$ cat config.mk
export PLATFORM = sky130hd
export DESIGN_NAME = subtractor
export DESIGN_NICKNAME = d
export VERILOG_FILES = /design/src/rtl/subtractor.sv
export SDC_FILE = /design/constraint.sdc
export NUM_CORES = 1
export LEC_CHECK = 0
export ABC_AREA = 1
export BUFFER_PORTS_ARGS = -buffer_cell sky130_fd_sc_hd__buf_2
export CAP_MARGIN = 20
export CELL_PAD_IN_SITES_DETAIL_PLACEMENT = 0
export CELL_PAD_IN_SITES_GLOBAL_PLACEMENT = 1
export CORE_ASPECT_RATIO = 0.9
export CORE_MARGIN = 5
export CORE_UTILIZATION = 43
export CTS_CLUSTER_DIAMETER = 80
export DETAILED_ROUTE_END_ITERATION = 8
export PLACE_DENSITY_LB_ADDON = 0.1
export SYNTH_ARGS = -nofsm -noshare
export SYNTH_HDL_FRONTEND = slang
export SYNTH_SLANG_ARGS = --single-unit
$ cat constraint.sdc
create_clock -name CK -period 3 [get_ports CK]
set_clock_uncertainty 0.2 [all_clocks]
set_input_delay 0.45 -clock CK [delete_from_list [all_inputs] [get_ports CK]]
set_output_delay 0.45 -clock CK [all_outputs]
set_load 0.02 [all_outputs]
$ cat src/rtl/subtractor.sv
// ---------------------------------------------------------------------------
// subtractor
//
// Multi-cycle two's-complement subtractor: out = in1 - in2 (mod 2^WIDTH).
// The difference is formed by repeated XOR / borrow-shift, resolving one
// borrow-propagation step per clock. This is the inverse-direction companion
// of the ALU's iterative carry-propagation adder.
//
// Ports
//   CK      in   1      clock, rising-edge active
//   RST     in   1      synchronous active-high reset (priority over start)
//   start   in   1      request, sampled only while idle (busy = 0)
//   in1     in   WIDTH  minuend, captured on the accepted start edge
//   in2     in   WIDTH  subtrahend, captured on the accepted start edge
//   out     out  WIDTH  difference, updated only on the done edge
//   busy    out  1      high from accepted start until the done edge
//   done    out  1      one-cycle completion pulse
//   borrow  out  1      unsigned borrow-out (in1 < in2 unsigned)
//   zero    out  1      out == 0
//   neg     out  1      out[WIDTH-1]
//   ovf     out  1      signed overflow of the subtraction
//
// Latency is k+1 cycles from the accepted start edge, where k (0..WIDTH-1)
// is the number of borrow-propagation iterations needed.
// ---------------------------------------------------------------------------
module subtractor #(
  parameter int WIDTH = 16
) (
  input  logic             CK,
  input  logic             RST,
  input  logic             start,
  input  logic [WIDTH-1:0] in1,
  input  logic [WIDTH-1:0] in2,
  output logic [WIDTH-1:0] out,
  output logic             busy,
  output logic             done,
  output logic             borrow,
  output logic             zero,
  output logic             neg,
  output logic             ovf
);

  typedef enum logic {
    IDLE = 1'b0,
    RUN  = 1'b1
  } state_t;

  state_t           state_reg;
  logic [WIDTH-1:0] diff_reg;    // partial difference
  logic [WIDTH-1:0] b_reg;       // borrows still waiting to be applied
  logic             bacc_reg;    // any borrow that fell off the MSB
  logic             a_msb_reg;   // captured sign of the minuend
  logic             b_msb_reg;   // captured sign of the subtrahend

  // Per-bit borrow generate terms. A borrow is produced at bit i wherever
  // the minuend bit is 0 and the bit being subtracted is 1; it then moves
  // one position up on the next step.
  logic [WIDTH-1:0] t_start;     // from the raw operands, used at accept
  logic [WIDTH-1:0] t_run;       // from the partial difference, used in RUN

  generate
    for (genvar gi = 0; gi < WIDTH; gi++) begin : g_borrow
      assign t_start[gi] = ~in1[gi] & in2[gi];
      assign t_run[gi]   = ~diff_reg[gi] & b_reg[gi];
    end
  endgenerate

  always_ff @(posedge CK) begin
    if (RST) begin
      state_reg <= IDLE;
      diff_reg  <= '0;
      b_reg     <= '0;
      bacc_reg  <= 1'b0;
      a_msb_reg <= 1'b0;
      b_msb_reg <= 1'b0;
      out       <= '0;
      busy      <= 1'b0;
      done      <= 1'b0;
      borrow    <= 1'b0;
      zero      <= 1'b0;
      neg       <= 1'b0;
      ovf       <= 1'b0;
    end else begin
      case (state_reg)
        IDLE: begin
          // Clearing done here also covers the back-to-back case, where a
          // new start is accepted on the edge right after the done pulse.
          done <= 1'b0;
          if (start) begin
            diff_reg  <= in1 ^ in2;
            b_reg     <= t_start << 1;
            bacc_reg  <= t_start[WIDTH-1];
            a_msb_reg <= in1[WIDTH-1];
            b_msb_reg <= in2[WIDTH-1];
            busy      <= 1'b1;
            state_reg <= RUN;
          end
        end

        RUN: begin
          if (b_reg != '0) begin
            // Apply pending borrows; the ones that ripple past the MSB are
            // dropped from b_reg and remembered only in bacc_reg.
            diff_reg <= diff_reg ^ b_reg;
            b_reg    <= t_run << 1;
            bacc_reg <= bacc_reg | t_run[WIDTH-1];
          end else begin
            out       <= diff_reg;
            borrow    <= bacc_reg;
            zero      <= (diff_reg == '0);
            neg       <= diff_reg[WIDTH-1];
            // Overflow only possible when the operand signs differ, and
            // shows up as a result whose sign disagrees with the minuend.
            ovf       <= (a_msb_reg != b_msb_reg) &&
                         (diff_reg[WIDTH-1] != a_msb_reg);
            done      <= 1'b1;
            busy      <= 1'b0;
            state_reg <= IDLE;
          end
        end
      endcase
    end
  end

endmodule
# Word-level counts from Yosys, hierarchy flattened
# Index checks and enable logic that the tools add are counted.
[word_totals]
regBits = 58
input_bits = 35
output_inout_bits = 22
word_cells = 111
[classes]
n_reduce_logical = 7
eq_ne = 5
bitwise = 69
n_mux = 17
[op_table]
columns = ["operator", "count"]
rows = [
  ["$mux 16", 4],
  ["$pmux 16 s2", 2],
  ["$not 1->1", 34],
  ["$and 1x1->1", 32],
  ["$xor 16x16->16", 2],
  ["$logic_not 16->1", 1],
  ["$reduce_bool 16->1", 1],
  ["$pmux 1 s2", 4],
  ["$reduce_and 2->1", 4],
  ["$mux 1", 7],
  ["$ne 2x2->1 const B", 2],
  ["$ne 1x1->1", 2],
  ["$ne 2x1->1 const B", 1],
  ["$logic_and 1x1->1", 1],
  ["$or 1x1->1", 1],
]

# Logic depth before layout (Yosys ltp)
# Gate-level depths: netlist of run 1.
[logic_depth]
ltp_word = 5
ltp_mapped = 9
mapped_depth_nobuf = 8

# Worst setup path before layout of run 1
# Ideal clock, no wire load.
[synth_timing]
path_type = "register to register"
startpoint = "reg b_reg[9]"
endpoint = "reg b_reg[8]"
path_slack_ns = 1.593
t_arrival_ns = 1.092
required_ns = 2.685
n_path_buf = 1
stages_incl_launch_ff = 10
period_less_slack_ns = 1.407
setup_ns = 0.115
path_cell_list = "dfxtp_1 > nor2_1 > nand2_1 > nor2_4 > nand2_4 > nand2_4 > buf_4 > nand3_1 > nand2_1 > nor2_1"
[synth_between]
elab_chain_len = 3
[synth_lines]
columns = ["item", "line", "rtl"]
rows = [
  ["start: declaration", "50", "logic [WIDTH-1:0] b_reg;"],
  ["start signal: assignment", "91", "b_reg <= t_start << 1;"],
  ["start signal: assignment", "105", "b_reg <= t_run << 1;"],
  ["$reduce_bool 16->1", "101", "if (b_reg != '0) begin"],
  ["$ne 2x1->1 (no line)", "n/a", ""],
  ["$reduce_and 2->1 (no line)", "n/a", ""],
]
# Every way passes these cells.
# A chain may end at the register's enable or synchronous reset.

# Worst setup path in the final report of run 1
[layout_timing]
startpoint = "reg state_reg"
endpoint = "reg zero"
[layout_between]
elab_chain_len = 1
[layout_lines]
columns = ["item", "line", "rtl"]
rows = [
  ["start: declaration", "48", "state_t state_reg;"],
  ["start signal: assignment", "70", "state_reg <= IDLE;"],
  ["start signal: assignment", "96", "state_reg <= RUN;"],
  ["start signal: assignment", "118", "state_reg <= IDLE;"],
  ["$reduce_and 2->1 (no line)", "n/a", ""],
  ["end signal: assignment", "110", "zero <= (diff_reg == '0);"],
  ["end: declaration", "38", "output logic zero,"],
]
# Every way passes these cells.

==> flow_summary.ini, run 1 <==
[status]
status = completed

[cts]
cts_made_buffers = 5
cts_tree = built
post_cts_resized = 0
ctsHoldBuffers = 0
clk_path_buf_depth = 2
clock-root-buffer = clkbuf_8
clkTransAtPathRegs_ps = 100
cts_sinks = 56
clk_latency_ps = 310
post_cts_buffers = 0
htreeDepth = 2

[setup_path]
cpMaxStageDelayCell = nand3_1
worstPathMaxFanout = 32
path_cells = buf_4 > nand3_1 > a21oi_1 > nor2_1
reg2reg_slack_ps = 830
critPathLaunch = state_reg
r2r-start = state_reg
r2r_end = zero
endpoint_kind = flop
worst_setup_path_start_kind = flop
slowest_delay_ps = 660
worstPathArrival_ps = 2170
crit_type = flop to flop
cp_data_required_time_ps = 3000
critPathCapture = zero
r2r_cells = 4

[cells_and_area]
diodes = 0
final_area_mm2 = 0.00357
syn2layout_area_growth_pct = 12.8
layout-drive-gt1-share_pct = 16.0
fin_nets = 545

[logic_synthesis]
synth_seq_cells = 56
ys_types = 28
syn_area_mm2 = 0.00317
synth_nets = 505
netlist_instances = 439
avgSynthCellArea_um2 = 7.22
synth_seq_area_share_pct = 35.4
yosys_warnings = 0

[floorplanning]
pin_count = 57
fp.dieW_um = 100
coreArea_mm2 = 0.00711
dieArea_mm2 = 0.00919
num_rows = 29
dieHeight_um = 91.4
initial_core_util_pct = 44.6

[drt]
vias_per_cell = 4.91
ant_nets = 0
vias = 2812
dr.pass1.iters = 4
wl_per_cell_um = 12.9
finalWirelength_um = 7410
drt_iter0_drc = 93
route.detailed.drc = 0

[global_routing]
overflow = 0
antenna_found_initial = 0
groute.usage.overall_pct = 15.9
busiest_layer = met2
grt_pass1_wl_um = 12100
grt_use_met1_pct = 21.3
grt_pass1_vias = 2525
met2_usage_pct = 26.7
grt_max_degree = 61
met3_usage_pct = 2.61

[timing]
rsz0062_at_grt = false
slew_viol_final = 0
relSlewSlack_pct = 48.5
tightest_slew_ps = 771
max_freq_mhz = 460
fin_crit_ps = 2170
hold_viol_final = 0
hold_slack_ps = 214
min_period_over_period_pct = 72.4
finalSetupViolCount = 0
tns_ps = 0

[placement]
gp_congestion = 0.778
io_buffers = 56
hpwl_um = 5140
placed_area_mm2 = 0.00345

[flow_run]
drv_cap = 0

[power_and_ir_drop]
power.density_mw_per_mm2 = 524
leakage_nw = 1.81
p_total_mw = 1.87
ir_drop_mv = 0.232

[worst_hold_path]
hold_class = input port to flop
## layer usage
metal,vias to the layer above,routed length (µm)
met5,-,0
met4,0,66
met3,4,267
met2,44,3550
met1,1281,3530
li1,1483,-
## Yosys cell counts, drive strengths merged
library cell,n,area [µm²]
nand2,119,464
dfxtp,56,1120
a21oi,54,278
inv,48,183
nor2,44,196
nand3,32,160
ha,31,388
buf,20,130
mux2i,15,150
clkbuf,6,22.5
o21ai,5,25.0
nor3,3,15.0
nand4,2,12.5
and2,1,6.26
clkinv,1,3.75
o211ai,1,7.51
o22ai,1,6.26
## how the worst min path moves through the flow
stage                 from         to  slack [ps]  depth (start not counted)
2_1_floorplan  diff_reg[4]     out[4]         240                          2
3_3_place_gp        out[7]     out[7]         250                          2
6_report           in1[15]  a_msb_reg         210                          3
3_5_place_dp        out[5]     out[5]         250                          2
5_1_grt            in1[15]  a_msb_reg         200                          3
4_1_cts            in1[15]  a_msb_reg         210                          3
## worst max-delay path, delay by kind of cell, from the launching register on
kind / cells / cell delay, ps
buf+inv: 1 / 420
compound gates: 1 / 310
simple gates: 2 / 730
flops: 1 / 380
## area by class of cell
type,count,area (µm²)
fill,744,3540
multi-input combinational,308,1710
sequential,56,1120
timing repair buffer,59,315
inverter,49,186
tap,93,116
clock buffer,7,96.3
clock inverter,1,30.0
## layout by cell type, fill, tap and decap left out, drive strengths merged
| cell | Yosys | final |
|---|---|---|
| o21ai | 5 | 5 |
| ha | 31 | 31 |
| nor2 | 44 | 44 |
| mux2i | 15 | 15 |
| a21oi | 54 | 54 |
| o211ai | 1 | 1 |
| clkinv | 1 | 1 |
| inv | 48 | 48 |
| dfxtp | 56 | 56 |
| nand3 | 32 | 32 |
| nand2 | 119 | 119 |
| buf | 20 | 59 |
| clkbuf | 6 | 7 |
| bufinv | 0 | 1 |
| o22ai | 1 | 1 |
| nor3 | 3 | 3 |
| and2 | 1 | 1 |
| nand4 | 2 | 2 |
## per-stage QoR
stage / setup slack, ps / std cells / utilization [%]
4_1_cts: 797 / 573 / 50.3
2_1_floorplan: 1590 / 439 / -
3_5_place_dp: 825 / 565 / 48.5
5_1_grt: 624 / 573 / 50.3
3_3_place_gp: 855 / 565 / 48.5
6_report: 828 / 573 / 50.3
## logic make-up after synthesis
kind of cell / count (synthesis) / share of synthesized area [%]
buffers and inverters: 75 / 10.7
adders and majority gates: 31 / 12.2
muxes: 15 / 4.74
DFF: 56 / 35.4
and+or+nand+nor: 201 / 27.0
AOI/OAI and AO/OA: 61 / 9.99
## power breakdown
group          switching (mW)  leakage [nW]  total [mW]  internal (mW)
sequential             0.0498         0.460       0.859          0.809
clock                   0.244        0.0645       0.539          0.295
combinational           0.293          1.29       0.476          0.182
Note: power is estimated with default switching activity, not from simulation.
==> run 2, diff against run 1 <==
--- a/config.mk
+++ b/config.mk
@@ -12,7 +12,7 @@
 export CELL_PAD_IN_SITES_GLOBAL_PLACEMENT = 1
 export CORE_ASPECT_RATIO = 0.9
 export CORE_MARGIN = 5
-export CORE_UTILIZATION = 43
+export CORE_UTILIZATION = 36
 export CTS_CLUSTER_DIAMETER = 80
 export DETAILED_ROUTE_END_ITERATION = 8
 export PLACE_DENSITY_LB_ADDON = 0.1
==> constraint.sdc (replaced) <==
create_clock -name CK -period 1.9 [get_ports CK]
set_clock_uncertainty 0.2 [all_clocks]
set_input_delay 0.285 -clock CK [delete_from_list [all_inputs] [get_ports CK]]
set_output_delay 0.285 -clock CK [all_outputs]
set_load 0.02 [all_outputs]
==> flow_summary.ini, run 2 (same netlist as run 1, synthesis figures left out) <==
[status]
status = completed

[setup_path]
worst_setup_path_start_kind = flop
r2r_end = diff_reg[14]
reg2reg_slack_ps = 250
path_cells = nor2_1 > nand2_1 > nor2_4 > nand2_4 > nand2_4 > buf_12 > nand3_1 > nand2_1 > nor2_1
r2r-start = b_reg[3]
crit_type = flop to flop
endpoint_kind = flop
cp_data_required_time_ps = 1910
cpMaxStageDelayCell = dfxtp_1
worstPathArrival_ps = 1660
slowest_delay_ps = 340
worstPathMaxFanout = 32
r2r_cells = 9

[worst_hold_path]
hold_class = input port to flop
holdPathStages = 3
hold_path_end = a_msb_reg
hold_start = in1[15]

[cells_and_area]
diodes = 0
fin_nets = 553
final_area_mm2 = 0.00368
layout_common_cells = nand2_1 (116), dfxtp_1 (56), buf_2 (56), a21oi_1 (52), inv_1 (46)
final_common_cell = nand2_1
stdcell_count = 607
utilization_pct = 42.9
syn2layout_area_growth_pct = 16.0
layout-drive-gt1-share_pct = 17.4

[floorplanning]
initial_core_util_pct = 37.0
coreArea_mm2 = 0.00857
num_rows = 32
dieArea_mm2 = 0.0108
dieHeight_um = 99.0
pin_count = 57
fp.dieW_um = 109

[power_and_ir_drop]
combinationalPowerShare_pct = 27.1
leakage_nw = 1.85
power.density_mw_per_mm2 = 801
p_sw_mw = 0.954
p_total_mw = 2.94
ir_drop_mv = 0.351
p_seq_share_pct = 46.0
switching_share_pct = 32.4
pwr-share-clk_pct = 26.9
intPower_mw = 1.99

[drt]
wl_met1_um = 3880
finalWirelength_um = 7660
route.detailed.drc = 0
vias = 2768
ant_nets = 0
drt_iter0_drc = 87
dr.pass1.iters = 4
top_layer_used = met4
vias_per_cell = 4.56
wl_per_cell_um = 12.6
wl_met2_um = 3450
wl_met3_um = 292

[cts]
clock-root-buffer = clkbuf_8
clk_latency_ps = 310
post_cts_resized = 0
cts_made_buffers = 5
clkTransAtPathRegs_ps = 100
cts_tree = built
clk_path_buf_depth = 2
htreeDepth = 2
ctsHoldBuffers = 0
post_cts_buffers = 0
cts_sinks = 56

[global_routing]
grt_pass1_wl_um = 12900
groute.usage.overall_pct = 14.9
antenna_found_initial = 0
grt_max_degree = 36
grt_pass1_vias = 2640
overflow = 0

[timing]
tns_ps = 0
relSlewSlack_pct = 72.8
tightest_slew_ps = 408
hold_viol_final = 0
max_freq_mhz = 604
slew_viol_final = 0
fin_crit_ps = 1650
finalSetupViolCount = 0
min_period_over_period_pct = 87.1
setup_slack_ps = 245
rsz0062_at_grt = false
hold_slack_ps = 36.7

[placement]
dp_cells = 599
gp_congestion = 0.742
dpl_worst_slack_ps = 268
placed_area_mm2 = 0.00357
io_buffers = 56
hpwl_um = 5670

[flow_run]
drv_cap = 0
## run 2: worst max-delay path by stage
stage / from / endpoint / slack (ps) / cells after the start
floorplan: b_reg[9] / b_reg[8] / 490 / 9
global placement: b_reg[3] / b_reg[15] / 290 / 9
detailed placement: b_reg[3] / diff_reg[14] / 270 / 9
CTS: b_reg[3] / diff_reg[3] / 260 / 9
global route: b_reg[12] / b_reg[3] / 110 / 9
finish: b_reg[3] / diff_reg[14] / 250 / 9
## run 2: critical path, delay by kind of cell (launching register included)
family	cells	cell delay, ps
simple gates	8	810
flops	1	340
buf+inv	1	180
## run 2: routing by layer
layer	global-route usage, %	vias up
met5	0	-
met4	3.01	0
met3	2.88	5
met2	22.9	45
met1	21.6	1223
li1	-	1495
## run 2: layout make-up
type / instances / area [µm²]
fill: 970 / 4890
clock inverter: 3 / 42.5
clock buffer: 5 / 68.8
multi-input combinational: 308 / 1710
timing repair buffer: 67 / 400
inverter: 49 / 186
tap: 119 / 149
sequential: 56 / 1120
## run 2: power by group through the flow
stage / Clock [mW] / Sequential, mW / Combinational [mW]
after global routing: 0.873 / 1.37 / 0.928
final: 0.792 / 1.35 / 0.798
after floorplan: 0 / 1.36 / 0.603
after global placement: 0 / 1.38 / 0.800
after CTS: 0.824 / 1.36 / 0.814
after detailed placement: 0 / 1.38 / 0.809
==> run 3, diff against run 2 <==
==> constraint.sdc (replaced) <==
create_clock -name CK -period 1.4 [get_ports CK]
set_clock_uncertainty 0.2 [all_clocks]
set_input_delay 0.21 -clock CK [delete_from_list [all_inputs] [get_ports CK]]
set_output_delay 0.21 -clock CK [all_outputs]
set_load 0.02 [all_outputs]
==> flow_summary.ini, run 3 (same netlist as run 1, synthesis figures left out) <==
[global_routing]
groute.usage.overall_pct = 15.8
overflow = 0
grt_max_degree = 36
grt_pass1_wl_um = 13700
antenna_found_initial = 0
grt_pass1_vias = 2835

[placement]
gp_congestion = 0.765
dp_cells = 628
placed_area_mm2 = 0.00383
hpwl_um = 6180
io_buffers = 56

[cts]
htreeDepth = 2
clk_path_buf_depth = 2
clk_latency_ps = 310
clkTransAtPathRegs_ps = 100
cts_tree = built
cts_sinks = 56
cts_made_buffers = 5
clock-root-buffer = clkbuf_8

[drt]
vias_per_cell = 4.62
dr.pass1.iters = 4
drt_iter0_drc = 54
wl_per_cell_um = 13.7
ant_nets = 0
finalWirelength_um = 8900
vias = 3013
route.detailed.drc = 0

[cells_and_area]
final_common_cell = nand2_1
layout-drive-gt1-share_pct = 35.3
final_area_mm2 = 0.00449
fin_nets = 598
layout_common_cells = nand2_1 (106), buf_2 (56), dfxtp_1 (49), inv_1 (45), a21oi_1 (40)
diodes = 0
stdcell_count = 652
nFillCells = 888
syn2layout_area_growth_pct = 41.7

[setup_path]
worstPathMaxFanout = 5
worstPathArrival_ps = 1610
cp_data_required_time_ps = 1410
endpoint_kind = flop
worst_setup_path_start_kind = flop
crit_type = flop to flop

[power_and_ir_drop]
ir_drop_mv = 0.485
power.density_mw_per_mm2 = 1000
leakage_nw = 2.30

[timing]
min_period_over_period_pct = 115
finalSetupViolCount = 52
relSlewSlack_pct = 85.6
hold_viol_final = 0
max_freq_mhz = 623
setup_slack_ps = -204
rsz0062_at_grt = true
tightest_slew_ps = 215
slew_viol_final = 0
fin_crit_ps = 1600

[floorplanning]
initial_core_util_pct = 37.0
dieArea_mm2 = 0.0108
num_rows = 32
pin_count = 57
dieHeight_um = 99.0
fp.dieW_um = 109
coreArea_mm2 = 0.00857

[status]
status = finished with violations
violations = negative setup slack

[flow_run]
drv_cap = 0

[worst_hold_path]
hold_class = input port to flop
run 3: changes by cell type in the layout (fill, tap and decap cells not counted), moves of 6 or more:
cell,previous run,this run
buf_4,8,35
nand2_1,116,106
a21oi_1,52,40
nand3_1,32,4
nand3_2,0,27
dfxtp_2,0,6
dfxtp_1,56,49
a21oi_2,2,14
run 3: worst max-delay path, cell delays in order (launching register included):
cell,delay (ps)
dfxtp_2,340
nor2_2,120
nand2_2,80
nor2_4,160
nand2_4,140
nand2_8,150
clkbuf_16,160
nand3_2,50
nand2_1,60
nor2_1,40
run 3: timing repair:
action / CTS / global route
buffers inserted: 4 / 2
hold buffers: 3 / 0
endpoints found under the setup margin: 54 / 54
pin swaps: 0 / 16
gates resized for setup: 10 / 68
endpoints found under the hold margin: 3 / 0
cloned: 1 / 6
run 3: power breakdown:
group | switching (mW) | leakage (nW) | internal (mW)
Clock | 0.543 | 0.0552 | 0.533
Combinational | 0.843 | 1.78 | 0.753
Sequential | 0.0981 | 0.462 | 1.74
run 3: metal layers:
metal  up-vias  share of wire, %  wire length (µm)  track usage, %
met1      1359                49              4380            22.5
met3         6               4.1               363            2.49
met4         0              0.79                70            2.91
met2        52                46              4090            25.4
met5         -                 0                 0               0
li1       1596                 -                 -               -
run 3: cell type report:
class                   count  area (µm²)  area share (%)
clock buffers               6        72.6            1.62
clock inverters             2        35.0           0.780
multi-input cells         309        1990            44.3
repair buffers            111         923            20.6
well taps                 119         149            3.31
flip-flops and latches     56        1130            25.2
inverters                  49         189            4.21
run 3: metrics by stage:
| stage | power [mW] | hold slack, ps | setup TNS, ps | utilization, % | setup slack (ps) |
|---|---|---|---|---|---|
| 2_1_floorplan | 2.67 | 86.8 | -208 | - | -7.37 |
| 3_3_place_gp | 3.14 | 249 | -6740 | 44.7 | -171 |
| 3_5_place_dp | 3.15 | 252 | -7380 | 44.7 | -170 |
| 4_1_cts | 4.31 | 49.1 | -7530 | 47.5 | -181 |
| 5_1_grt | 4.78 | 54.9 | -13540 | 52.4 | -317 |
| 6_report | 4.51 | 54.0 | -8860 | 52.4 | -204 |
run 3: worst paths after layout:
kind	from	end	cells after the start	slack, ps
worst max-delay path	b_reg[3]	diff_reg[3]	9	-200
worst min-delay path	in1[0]	diff_reg[0]	4	50
worst min register to register	diff_reg[9]	out[9]	2	260
worst max register to register	b_reg[3]	diff_reg[3]	9	-200
